===== src/rtl/alu_arbiter.sv =====
// Round-robin arbiter that shares one combinational RV32I ALU between two requesters.
// Each granted op takes three cycles: grant/latch, execute/capture, done pulse.
module alu_arbiter #(
    parameter int unsigned FIRST_PRIO = 0
) (
    input  logic        clk,
    input  logic        rst,
    input  logic        req0,
    input  logic        req1,
    input  logic [4:0]  op0,
    input  logic [4:0]  op1,
    input  logic [31:0] a0,
    input  logic [31:0] a1,
    input  logic [31:0] b0,
    input  logic [31:0] b1,
    output logic        done0,
    output logic        done1,
    output logic [31:0] result,
    output logic        flag,
    output logic        busy,
    output logic [4:0]  alu_op,
    output logic [31:0] alu_in1,
    output logic [31:0] alu_in2,
    input  logic [31:0] alu_res,
    input  logic        alu_zero
);

    localparam logic [4:0] OP_NOP = 5'b10010;

    typedef enum logic [1:0] {
        S_IDLE,
        S_EXEC,
        S_DONE
    } state_t;

    state_t r_state;
    logic   r_prio;
    logic   r_sel;

    logic   w_pick1;
    logic   w_is_branch;

    // Port 1 wins when it is the only requester or when both request and it holds priority.
    assign w_pick1     = req1 && (!req0 || r_prio);
    assign w_is_branch = (alu_op >= 5'b00011) && (alu_op <= 5'b01000);

    // The ALU drive registers double as the operand registers; they are only
    // non-NOP while in EXEC, so the ALU sees exactly the latched request.
    always_ff @(posedge clk) begin
        if (rst) begin
            r_state <= S_IDLE;
            r_prio  <= (FIRST_PRIO != 0);
            r_sel   <= 1'b0;
            done0   <= 1'b0;
            done1   <= 1'b0;
            result  <= '0;
            flag    <= 1'b0;
            busy    <= 1'b0;
            alu_op  <= OP_NOP;
            alu_in1 <= '0;
            alu_in2 <= '0;
        end else begin
            case (r_state)
                S_IDLE: begin
                    done0 <= 1'b0;
                    done1 <= 1'b0;
                    if (req0 || req1) begin
                        r_sel   <= w_pick1;
                        alu_op  <= w_pick1 ? op1 : op0;
                        alu_in1 <= w_pick1 ? a1 : a0;
                        alu_in2 <= w_pick1 ? b1 : b0;
                        busy    <= 1'b1;
                        r_state <= S_EXEC;
                    end
                end
                S_EXEC: begin
                    // The ALU zero output is stale for non-branch ops, so it is masked.
                    if (w_is_branch) begin
                        result <= '0;
                        flag   <= alu_zero;
                    end else begin
                        result <= alu_res;
                        flag   <= 1'b0;
                    end
                    alu_op  <= OP_NOP;
                    alu_in1 <= '0;
                    alu_in2 <= '0;
                    done0   <= !r_sel;
                    done1   <= r_sel;
                    r_state <= S_DONE;
                end
                S_DONE: begin
                    done0   <= 1'b0;
                    done1   <= 1'b0;
                    busy    <= 1'b0;
                    r_prio  <= !r_sel;
                    r_state <= S_IDLE;
                end
                default: begin
                    r_state <= S_IDLE;
                end
            endcase
        end
    end

endmodule


===== config.mk =====
export PLATFORM = sky130hd
export DESIGN_NAME = alu_arbiter
export DESIGN_NICKNAME = d
export VERILOG_FILES = /design/src/rtl/alu_arbiter.sv
export SDC_FILE = /design/constraint.sdc
export NUM_CORES = 1
export LEC_CHECK = 0
export CORE_MARGIN = 4
export CORE_UTILIZATION = 36
export DETAILED_ROUTE_END_ITERATION = 12
export GPL_ROUTABILITY_DRIVEN = 0
export HOLD_SLACK_MARGIN = 0.03
export PLACE_DENSITY = 0.81
export SLEW_MARGIN = 20
export SYNTH_ARGS = -nofsm -noshare
export SYNTH_HDL_FRONTEND = slang
export SYNTH_SLANG_ARGS = --single-unit

===== constraint.sdc =====
create_clock -name clk -period 1.6 [get_ports clk]
set_input_delay 0.48 -clock clk [delete_from_list [all_inputs] [get_ports clk]]
set_output_delay 0.48 -clock clk [all_outputs]
set_load 0.05 [all_outputs]

==> metrics.yaml <==
outcome:
  outcome: "finished clean"
synthesis:
  syn_nets: 584
  synth_top_area_share_pct: 52.9
  synth_common_cells: "109 x dfxtp_1, 69 x nand2_1, 68 x mux2i_1"
  synthArstFlopShare_pct: 0
  syn_inst: 409
  synth_flop_cell: "dfxtp_1"
  yosysWarnings: 0
  synth_most_common_cell: "dfxtp_1"
  synth.area.top_cells: "dfxtp_1 53%, mux2i_1 17%, a22o_1 7.0%, nand2_1 6.3%, o21ai_0 4.6%"
  avgSynthCellArea_um2: 10.1
  synth.distinct_cells: 30
  synth_edf_count: 0
  yosysSeqAreaShare_pct: 52.9
  synth_area_mm2: 0.00412
  ys_ff_latch: 109
  yosys.area.top_type: "dfxtp_1"
routing:
  drt_first_iter_violations: 244
  drt-pass1-iter-count: 4
  wl_per_cell_um: 19.5
  drc: 0
  viasPerCell: 5.09
  wl_mm: 16.6
  dr_total_vias: 4337
  final_antenna_net_count: 0
sta:
  fmax_mhz: 644
  setup_viol: 0
  fin_crit_ns: 1.55
  hold_viol: 0
  setup_tns_ns: 0
  worst_pin_slew_ns: 0.241
  finalCritPeriodShare_pct: 97.0
  rsz0062_at_grt: "true"
  slew_headroom_pct: 83.5
  skew_ns: 0.00574
  slew_viol_final: 0
finish:
  syn_to_final_growth_pct: 114
  multiInputGateArea_mm2: 0.00180
  seqCellArea_mm2: 0.00219
  fillers: 632
  nets: 882
  utilization_pct: 79.8
  fin_cells: 852
  drive_gt1_share_pct: 23.6
  antennaDiodeCount: 0
  finalInstanceArea_mm2: 0.00881
placement:
  port_buffers: 279
  place_hpwl_mm: 12.4
  placed_cells: 826
  post_dp_cell_area_mm2: 0.00828
global_route:
  grt_max_degree: 34
  antenna_found_initial: 0
  grtUsageTotal_pct: 24.5
  first_global_vias: 4689
  grt_pass1_wl_mm: 24.8
  overflow: 0
critical_path:
  crit_path_max_fanout: 23
  worstReg2RegEnd: "alu_in2[30]"
  worst_r2r_path_depth: 6
  r2r_slack_ns: 0.10
  path_class: "input pin to flop"
  start_kind: "input pin"
  required_ns: 1.87
  timing.rr.start: "r_state[0]"
  crit_arrival_ns: 1.82
  end_kind: "flop"
  cp-startpoint: "req1"
clock_network:
  cts_buffers: 9
  h-tree-depth: 3
  cts_tree: "done"
  cts.sinks: 109
  clockRootBuffer: "clkbuf_16"
  path_clk_slew_ns: 0.07
  insertion_delay_ns: 0.35
  clk_path_buf_depth: 2
min_path:
  holdCritPathClass: "flop to flop"
  hold_start: "alu_in2[24]"
  hold_path_end: "alu_in2[24]"
  hold_depth: 2
power_and_ir_drop:
  peakVddDrop_mv: 1.16
  p_per_area_mw_per_mm2: 952
  leakagePower_nw: 3.76
  p_total_w: 0.00838
die:
  io_pins: 280
  die_h_um: 115
  core_area_mm2: 0.0110
  fp.dieW_um: 115
  dieArea_mm2: 0.0132
  rows: 38
  start_util_pct: 37.4
run:
  drv_cap: 0
[power breakdown]
part	internal (W)	total [W]	switching, W
clock network	0.00153	0.00254	0.00101
logic	0.00144	0.00268	0.00124
registers	0.00293	0.00316	0.000237
[final cells by class]
cell class	count	area share, %
clock buffers	10	2.60
flip-flops and latches	109	24.8
repair buffers	315	48.8
clock inverters	6	1.26
inverters	2	0.0853
well taps	140	1.99
multi-input cells	270	20.4
[cell families (layout without fill, tap and decap cells)]
group	count (synthesis)	count (layout)	synth area share [%]
AOI/OAI and AO/OA	114	114	17.5
muxes	68	68	16.5
and+or+nand+nor	88	88	8.83
DFF	109	109	52.9
buffers and inverters	30	333	4.19
[cell usage in the layout (no fill, tap or decap), drive strengths merged, types with 2 or more instances in the layout]
cell,instances
a21oi,5
a22o,33
buf,140
bufinv,3
clkbuf,10
clkdlybuf4s50,172
clkinv,2
dfxtp,109
dlygate4sd2,2
inv,2
mux2i,68
nand2,69
nand2b,3
nor2,9
nor2b,2
o21ai,70
[stage by stage]
| stage | hold WS, ns | setup slack, ns |
|---|---|---|
| floorplan | 0.446 | 0.0403 |
| finish | 0.489 | 0.0474 |
| global route | 0.520 | -0.00601 |
| detailed placement | 0.482 | -0.451 |
| global placement | 0.472 | -0.373 |
| CTS | 0.493 | 0.0237 |
[metal layers]
| metal | vias up | GRT usage [%] | part of all wire [%] | wire length, µm |
|---|---|---|---|---|
| met1 | 2066 | 24.6 | 35 | 5780 |
| li1 | 2044 | - | - | - |
| met3 | 31 | 8.05 | 8.4 | 1390 |
| met4 | 0 | 8.92 | 2.6 | 425 |
| met5 | - | 0 | 0 | 0 |
| met2 | 196 | 46.8 | 54 | 8980 |
[how the worst max path moves through the flow]
stage	to	slack (ns)	depth (start not counted)
final	alu_in2[30]	0.05	7
after global routing	alu_in2[23]	-0.006	7
after CTS	alu_in1[13]	0.02	7
after detailed placement	alu_in2[23]	-0.45	6
after global placement	alu_in2[26]	-0.37	6
after floorplan	result[0]	0.04	5
[sequential cells by signal, summed over array words and instances (netlist names)]
signal and cells:
busy 1, alu_in2 32, done1 1, alu_in1 32
alu_op 5, r_state 2, done0 1, flag 1
result 32, r_sel 1, r_prio 1
[worst max-delay path: stages]
cell and delay (ns):
dlygate4sd2_1 0.25, or3_4 0.40, a21oi_4 0.19, buf_4 0.16, buf_12 0.16, nand2_1 0.08
o21ai_1 0.09
[timing repair]
item / 4_1_cts / 5_1_grt
endpoints found under the setup margin: 60 / 6
cloned: 4 / 0
setup buffers: 6 / 0
pin swaps: 1 / 2
hold buffers: 0 / 0
resized for setup: 7 / 4
(Power assumes the default switching activity.)
